### config.mk
export PLATFORM = sky130hd
export DESIGN_NAME = timed_step_sequencer
export DESIGN_NICKNAME = d
export VERILOG_FILES = /design/src/rtl/timed_step_sequencer.sv
export SDC_FILE = /design/constraint.sdc
export NUM_CORES = 1
export LEC_CHECK = 0
export ABC_CLOCK_PERIOD_IN_PS = 2250
export BUFFER_PORTS_ARGS = -buffer_cell sky130_fd_sc_hd__buf_2
export CAP_MARGIN = 25
export CORE_MARGIN = 2
export CORE_UTILIZATION = 40
export CTS_CLUSTER_DIAMETER = 120
export DETAILED_ROUTE_END_ITERATION = 6
export SYNTH_ARGS = -nofsm -noshare
export SYNTH_HDL_FRONTEND = slang
export SYNTH_SLANG_ARGS = --single-unit
### constraint.sdc
create_clock -name clock -period 2.25 [get_ports clock]
set_input_delay 0 -clock clock [delete_from_list [all_inputs] [get_ports clock]]
set_output_delay 0 -clock clock [all_outputs]
set_load 0.1 [all_outputs]
### src/rtl/timed_step_sequencer.sv
// timed_step_sequencer
// Replays a programmed list of timed register writes. Each step waits its
// programmed delay, then writes reg_a, writes reg_b, increments count, or
// does nothing. Every step takes delay+3 cycles: LOAD, WAIT (delay+1), FIRE.
//
// Ports:
//   clock, reset_n          - clock; asynchronous active-low reset
//   prog_we/addr/delay/
//   prog_target/data/last   - program write port, accepted only in IDLE
//   start                   - begin at step 0, sampled only in IDLE
//   abort                   - synchronous cancel, highest priority
//   busy, done              - busy outside IDLE; one-cycle completion pulse
//   step_idx                - index of the step being executed
//   reg_a_q, reg_b_q,
//   count_q                 - datapath registers, kept across runs
module timed_step_sequencer #(
    parameter int DEPTH   = 8,
    parameter int ADDR_W  = 3,
    parameter int DELAY_W = 8,
    parameter int DATA_W  = 16
) (
    input  logic               clock,
    input  logic               reset_n,
    input  logic               prog_we,
    input  logic [ADDR_W-1:0]  prog_addr,
    input  logic [DELAY_W-1:0] prog_delay,
    input  logic [1:0]         prog_target,
    input  logic [DATA_W-1:0]  prog_data,
    input  logic               prog_last,
    input  logic               start,
    input  logic               abort,
    output logic               busy,
    output logic               done,
    output logic [ADDR_W-1:0]  step_idx,
    output logic [DATA_W-1:0]  reg_a_q,
    output logic [DATA_W-1:0]  reg_b_q,
    output logic [DATA_W-1:0]  count_q
);

    typedef enum logic [2:0] {
        S_IDLE,
        S_LOAD,
        S_WAIT,
        S_FIRE,
        S_DONE
    } state_t;

    localparam logic [1:0] TGT_A     = 2'd0;
    localparam logic [1:0] TGT_B     = 2'd1;
    localparam logic [1:0] TGT_COUNT = 2'd2;
    localparam logic [1:0] TGT_NOP   = 2'd3;

    state_t              state_q, state_d;
    logic [ADDR_W-1:0]   step_q, step_d;
    logic [DELAY_W-1:0]  timer_q, timer_d;
    logic [DATA_W-1:0]   reg_a_d, reg_b_d, count_d;

    // Flop-based program memory, read combinationally at step_q.
    logic [DELAY_W-1:0]  delay_q  [DEPTH];
    logic [DELAY_W-1:0]  delay_d  [DEPTH];
    logic [1:0]          target_q [DEPTH];
    logic [1:0]          target_d [DEPTH];
    logic [DATA_W-1:0]   data_q   [DEPTH];
    logic [DATA_W-1:0]   data_d   [DEPTH];
    logic                last_q   [DEPTH];
    logic                last_d   [DEPTH];

    always_ff @(posedge clock or negedge reset_n) begin
        if (!reset_n) begin
            state_q <= S_IDLE;
            step_q  <= '0;
            timer_q <= '0;
            reg_a_q <= '0;
            reg_b_q <= '0;
            count_q <= '0;
            for (int unsigned i = 0; i < DEPTH; i++) begin
                delay_q[i]  <= '0;
                target_q[i] <= TGT_NOP;
                data_q[i]   <= '0;
                last_q[i]   <= 1'b0;
            end
        end else begin
            state_q <= state_d;
            step_q  <= step_d;
            timer_q <= timer_d;
            reg_a_q <= reg_a_d;
            reg_b_q <= reg_b_d;
            count_q <= count_d;
            for (int unsigned i = 0; i < DEPTH; i++) begin
                delay_q[i]  <= delay_d[i];
                target_q[i] <= target_d[i];
                data_q[i]   <= data_d[i];
                last_q[i]   <= last_d[i];
            end
        end
    end

    always_comb begin
        state_d = state_q;
        step_d  = step_q;
        timer_d = timer_q;
        reg_a_d = reg_a_q;
        reg_b_d = reg_b_q;
        count_d = count_q;
        for (int unsigned i = 0; i < DEPTH; i++) begin
            delay_d[i]  = delay_q[i];
            target_d[i] = target_q[i];
            data_d[i]   = data_q[i];
            last_d[i]   = last_q[i];
        end

        // Program writes land even when start is sampled in the same cycle;
        // LOAD reads the entry one edge later, so the new entry is used.
        if (state_q == S_IDLE && prog_we) begin
            delay_d[prog_addr]  = prog_delay;
            target_d[prog_addr] = prog_target;
            data_d[prog_addr]   = prog_data;
            last_d[prog_addr]   = prog_last;
        end

        case (state_q)
            S_IDLE: begin
                if (start) begin
                    state_d = S_LOAD;
                    step_d  = '0;
                end
            end
            S_LOAD: begin
                timer_d = delay_q[step_q];
                state_d = S_WAIT;
            end
            S_WAIT: begin
                if (timer_q == '0) state_d = S_FIRE;
                else               timer_d = timer_q - DELAY_W'(1);
            end
            S_FIRE: begin
                case (target_q[step_q])
                    TGT_A:     reg_a_d = data_q[step_q];
                    TGT_B:     reg_b_d = data_q[step_q];
                    TGT_COUNT: count_d = count_q + DATA_W'(1);
                    default:   ;
                endcase
                if (last_q[step_q] || step_q == ADDR_W'(DEPTH - 1)) begin
                    state_d = S_DONE;
                end else begin
                    step_d  = step_q + ADDR_W'(1);
                    state_d = S_LOAD;
                end
            end
            S_DONE: begin
                state_d = S_IDLE;
                step_d  = '0;
            end
            default: begin
                state_d = S_IDLE;
                step_d  = '0;
            end
        endcase

        // Abort overrides everything above, including a pending FIRE write.
        if (abort && state_q != S_IDLE) begin
            state_d = S_IDLE;
            step_d  = '0;
            reg_a_d = reg_a_q;
            reg_b_d = reg_b_q;
            count_d = count_q;
        end
    end

    assign busy     = (state_q != S_IDLE);
    assign done     = (state_q == S_DONE);
    assign step_idx = step_q;

endmodule

==> metrics, run 1 <==
Tot Pwr between 0.015 and 0.02 W; clock-pin slew on the worst setup and hold paths 60 ps; clock sink total approximately 280; core outline area roughly 31,000 sq um; Sequential Area around 7000 sq um; DR DRC count 0; Cell Pwr Density ~1300 nW/um^2; RR Endpoint reg_b_q[1]; number of global-route vias before repair slightly below 8,000; Wirelength per Cell between 15 and 20 microns; clk_lat worst skew approximately 550 ps; final instance area between 15,000 and 20,000 sq um; Crit path arrival time around 2500 ps; Hold Slack -22.9 ps; met3 Use GR 0.0202; Worst R2R Setup Slack between 150 and 200 ps; clk root buf clkbuf_16; Post-DP Area 13,900 sq um; chip width about 180 microns; R2R depth 6; Syn. warnings 0; Num CTS Buffers 29; Die Ht 182 microns; GRT Max-Usage Layer met2; final slew viol count 0; Synth Area in Compound Gates 0.0330; Max Buffers Root-to-Sink 3; Post-synth ARST share 1.00; Crit path max-delay family multiplexers; die area roughly 33,000 sq um; Hold Vio Cnt, Final 12; most instantiated cells after synthesis dfrtp_1 (262), mux2_2 (246), mux4_2 (50), nand2_1 (50), buf_2 (28); final period utilization 0.926; drt initial violations 320; Worst-Margin Slew approximately 640 ps; endpoints failing setup 0; Synth Flop Type dfrtp_1; worst-path fanout max 16; CP Class reg -> reg; multiplexer area fraction after synthesis 0.331; status finished, violations left; initial antenna violation count 1; TritonRoute pass-1 iters 4; I/O pin cnt 88; WL final between 20 and 30 mm; Worst EP required 2680 ps; critical path startpoint category register; Synth Net Count around 890; WP buf/inv 1; fillers 2,788; met1 usage 0.234; gpl congestion ~0.77; Synth cell types 59; Synth Register Bits ~280; register area share after synthesis 0.549; area growth from synthesis to layout 18.8%; vias post-DR roughly 7,500; Slowest-stage cell, CP dfrtp_4; post-DP HPWL ~17 mm; Multi-input gate area 5470 sq um; fin util 0.481; Post-Syn Instances 848; clock skew 11.8 ps; Mapped Area 12,700 sq um; ranking of synthesized cells by area dfrtp_1 (52%), mux2_2 (22%), mux4_2 (8.9%); Yosys top cell area share 0.516; synthesized-area fraction occupied by adder cells 0.00492; crit-path cells mux2_4 > mux2i_1 > nand3_1 > a21oi_4 > buf_12 > mux2_2; maximum capacitance violations 0; XOR/XNOR Fraction of Synth Area 0.0110; CP Capture Type register; Post-DRT Antenna Nets 0; pin count of the biggest net entering global routing 74; initial core utilization 0.405; Nets just over 1,000; r2r startpoint step_idx[2]; share of layout cells above drive strength 1 0.506; synthesized area per cell 15.0 sq um; worst hold path type in -> async; grt total ovfl 0; failing checks hold timing; grt met2 use 0.295; H-Tree Depth 1; CTS tree yes; Final Critical Period 2080 ps; relative slew slack 0.574; main combinational cell family by area after synthesis multiplexers; CP max stage delay about 570 ps; VDD IR max between 0.7 and 0.8 mV; largest area contributor in the netlist dfrtp_1; leakage power 6.64 nW; most common cell in the netlist dfrtp_1; first-pass GRT wire length approximately 45 mm; RSZ-0062 raised after global routing no; GRT Overall Usage 0.171; DR vias/cell 5.32; number of synthesized flops with an enable pin 0; CP startpoint step_idx[2]; row cnt 65; IO Port Bufs 87; simple-gate portion of the synthesized area 0.0477; Fmax achieved approximately 480 MHz
==> metrics by stage <==
| step | TNS [ps] | std cells | worst slack (ps) |
|---|---|---|---|
| finish | 0 | 1411 | 167 |
| global route | 0 | 1411 | 46.3 |
| CTS | 0 | 1410 | 117 |
| detailed placement | -1060 | 1326 | -102 |
| global placement | -669 | 1326 | -78.2 |
| floorplan | 0 | 848 | 4.03 |
==> worst max-delay path by stage <==
stage	slack (ps)	cells after the start	to
3_3_place_gp	-80	5	reg_a_q[14]
4_1_cts	120	6	step_idx[1]
2_1_floorplan	4	8	reg_b_q[10]
5_1_grt	50	6	timer_q[2]
3_5_place_dp	-100	5	reg_a_q[14]
6_report	170	6	reg_b_q[1]
==> cells in the final DEF, fill, tap and decap left out, types with 3 or more instances in the layout <==
cell type	count
mux2i_1	12
clkbuf_16	29
dfrtp_4	3
nand3b_1	4
xnor2_1	16
dfstp_2	16
o21ai_0	15
nor4b_2	3
nand3_1	7
ha_1	5
and2_1	3
buf_4	28
a21oi_1	8
mux2_4	14
nor3b_2	3
dlygate4sd3_1	30
nand4_1	4
o2111ai_1	9
nor2b_1	4
dfrtp_1	259
mux4_2	50
mux2_2	245
nor3_1	5
nand2_1	50
clkbuf_8	6
buf_12	13
a21o_1	3
buf_2	86
and3_1	8
clkbuf_1	13
inv_1	3
nor2_1	14
==> area by class of cell <==
type / count / share of cell area
flip-flops and latches: 278 / 0.463
multi-input cells: 515 / 0.362
repair buffers: 159 / 0.0813
clock buffers: 48 / 0.0568
well taps: 402 / 0.0333
clock inverters: 4 / 0.00249
inverters: 4 / 0.000994
diodes: 1 / 0.000166
==> worst register-to-register path, stage by stage, from the launching register on <==
cell and delay (ps):
dfrtp_4 570, mux2_4 340, mux2i_1 170, nand3_1 150, a21oi_4 200, buf_12 190
mux2_2 350
==> cell families (layout without fill, tap and decap cells) <==
group,Yosys count,after routing
multiplexers,321,321
XOR/XNOR,16,16
AO/OA/AOI/OAI,57,57
AND/OR/NAND/NOR,116,116
other,0,1
adder cells (fa/ha/maj),5,5
buffers and inverters,55,215
flip-flops,278,278
==> what timing repair did <==
action                                 4_1_cts  5_1_grt
gates resized for setup                      0        1
setup endpoints to repair                   16        1
hold buffers                                30        0
setup buffers                                2        0
pin swaps                                    1        0
endpoints found under the hold margin      480        0
==> power by group <==
group	total (W)	leakage, nW	switching, W	internal (W)
sequential	0.00840	3.43	0.00110	0.00730
clock	0.00452	0.434	0.00193	0.00259
combinational	0.00697	2.78	0.00360	0.00337
==> layer usage <==
metal  part of all wire  vias to the layer above
li1                   -                     3430
met1               0.46                     3966
met2               0.50                       81
met3              0.023                       31
met4              0.016                        0
met5                  0                        -
==> flip-flops by register name, summed over array words and instances (netlist names) <==
signal    count
reg_b_q      16
count_q      16
reg_a_q      16
last_q        8
delay_q      64
step_idx      3
state_q       3
data_q      128
target_q     16
timer_q       8
(Power assumes the default switching activity.)
==> run 2: changes to the inputs <==
--- a/config.mk
+++ b/config.mk
@@ -9,9 +9,10 @@
 export BUFFER_PORTS_ARGS = -buffer_cell sky130_fd_sc_hd__buf_2
 export CAP_MARGIN = 25
 export CORE_MARGIN = 2
-export CORE_UTILIZATION = 40
+export CORE_UTILIZATION = 50
 export CTS_CLUSTER_DIAMETER = 120
 export DETAILED_ROUTE_END_ITERATION = 6
+export PLACE_DENSITY = 0.68
 export SYNTH_ARGS = -nofsm -noshare
 export SYNTH_HDL_FRONTEND = slang
 export SYNTH_SLANG_ARGS = --single-unit
==> metrics, run 2 (same netlist as run 1, synthesis figures left out) <==
area growth from synthesis to layout 19.8%; Largest regs data_q (128), delay_q (64); worst hold path type in -> reg; commonest non-fill, non-tap cells in the layout dfrtp_1 (259), mux2_2 (245), buf_2 (86), nand2_1 (50), mux4_2 (50); Crit path arrival time 2520 ps (about the same); Top Layer Used met4; Nets 1,033 (+0.58%); Die Ht 163 microns (-10%); clock sink total 278 (unchanged); Largest register FFs 128 (unchanged); Max Buffers Root-to-Sink 3 (unchanged); initial antenna violation count 0 (-1); clock-pin slew on the worst setup and hold paths 60 ps (about the same); vias post-DR 7,632 (+1.7%); clk_lat worst skew 550 ps (about the same); Slowest-stage cell, CP dfrtp_4; core outline area 25,100 sq um (-20%); metal2 WL 13.2 mm (-5.8%); VDD IR max 0.815 mV (+4.6%); critical path startpoint category register; Post-DRT Antenna Nets 0 (unchanged); CTS tree yes; leakage power 6.75 nW (+1.6%); IO Port Bufs 87 (unchanged); # diodes 0 (-1); status complete, no violations; post-DP HPWL 17.4 mm (+2.7%); Num CTS Buffers 31 (+6.9%); TritonRoute pass-1 iters 4 (unchanged); Biggest register data_q; final slew viol count 0 (unchanged); chip width 163 microns (-10%); drt initial violations 396 (+24%); final period utilization 0.931 (+0.00525); number of global-route vias before repair 7,946 (+1.2%); WL final 27.4 mm (-0.95%); RSZ-0062 raised after global routing no; Multi-input gate area 5470 sq um (unchanged); final instance area 15,200 sq um (+0.87%); gpl congestion 0.758 (-2.0%); grt total ovfl 0 (unchanged); Worst-Margin Slew 631 ps (-7.54 ps); CTS resizes 0 (unchanged); GRT Overall Usage 0.214 (+0.0429); Worst EP required 2670 ps (about the same); CP Capture Type register; Wirelength per Cell 20.4 microns (+3.8%); Met3 Wirelength 943 microns (+50%); Fmax achieved 477 MHz (-0.56%); Post-CTS Setup Bufs 0 (-2); CP max stage delay 580 ps (about the same); initial core utilization 0.506 (+0.101); pin count of the biggest net entering global routing 70 (-5.4%); CP Class reg -> reg; die area 26,700 sq um (-20%); Hold Vio Cnt, Final 0 (-12); clock skew 14.7 ps (+2.96 ps); Cell Pwr Density 1350 nW/um^2 (+2.5%); relative slew slack 0.579 (+0.00504); endpoints failing setup 0 (unchanged); I/O pin cnt 88 (unchanged); met1 wire length 12.9 mm (+2.4%); Final Critical Period 2100 ps (+11.8 ps); Sequential Area 6990 sq um (unchanged); maximum capacitance violations 0 (unchanged); H-Tree Depth 1 (unchanged); share of layout cells above drive strength 1 0.518 (+0.0118); fillers 2,000 (-28%); Crit path max-delay family multiplexers; setup tns final 0 ps (unchanged); WP buf/inv 1 (unchanged); DR vias/cell 5.67 (+6.6%); first-pass GRT wire length 44.9 mm (about the same); worst-path fanout max 16 (unchanged); row cnt 58 (-11%); most common cell after layout, fill and taps aside dfrtp_1; crit-path cells mux2_4 > mux2i_1 > nand3_1 > a21oi_4 > buf_12 > mux2_2; clk root buf clkbuf_16; Post-DP Area 13,900 sq um (about the same); DR DRC count 0 (unchanged)
[run 2: worst paths after layout]
check | startpoint | slack, ps | cells past startpoint | to
worst max-delay path | step_idx[2] | 150 | 6 | reg_b_q[9]
worst min-delay path | prog_addr[1] | 50 | 4 | data_q[3]
worst max register to register | step_idx[2] | 150 | 6 | reg_b_q[9]
worst min register to register | count_q[15] | 470 | 1 | count_q[15]
max in group asynchronous | reset_n | 1750 | 3 | target_q[3]
min in group asynchronous | reset_n | 80 | 3 | delay_q[44]
[run 2: what timing repair did]
| action | in CTS | in global routing |
|---|---|---|
| hold buffers | 31 | 0 |
| setup endpoints to repair | 0 | 0 |
| endpoints found under the hold margin | 480 | 0 |
[run 2: layout make-up]
class	count	area share
clock buffers	43	0.0585
clock inverters	13	0.00994
inverters	4	0.000986
multi-input cells	515	0.359
flip-flops and latches	278	0.459
well taps	330	0.0271
repair buffers	163	0.0856
[run 2: routing by layer]
metal,up-vias,track usage
met5,-,0
met4,0,0.0351
met3,31,0.0282
met2,113,0.349
met1,4041,0.314
li1,3447,-
[run 2: stage by stage]
step	hold WS (ps)	setup WS, ps	utilization	power (W)	std cells
global route	64.8	13.7	0.607	0.0217	1346
global placement	-79.5	173	0.552	0.0153	1259
floorplan	-296	4.03	-	0.0139	848
detailed placement	-80.4	165	0.552	0.0156	1259
finish	50.8	155	0.607	0.0206	1346
CTS	34.9	137	0.607	0.0208	1346
[run 2: tightest hold or removal path, cell delays in order]
cell     delay [ps]
buf_2           160
nand3_2          80
buf_4           160
mux2_2          160
[run 2: report_power, final]
part | total [W] | leakage [nW] | internal [W] | switching, W
Clock | 0.00509 | 0.509 | 0.00309 | 0.00200
Combinational | 0.00704 | 2.81 | 0.00338 | 0.00366
Sequential | 0.00845 | 3.43 | 0.00730 | 0.00114
Total | 0.0206 | 6.75 | 0.0138 | 0.00680
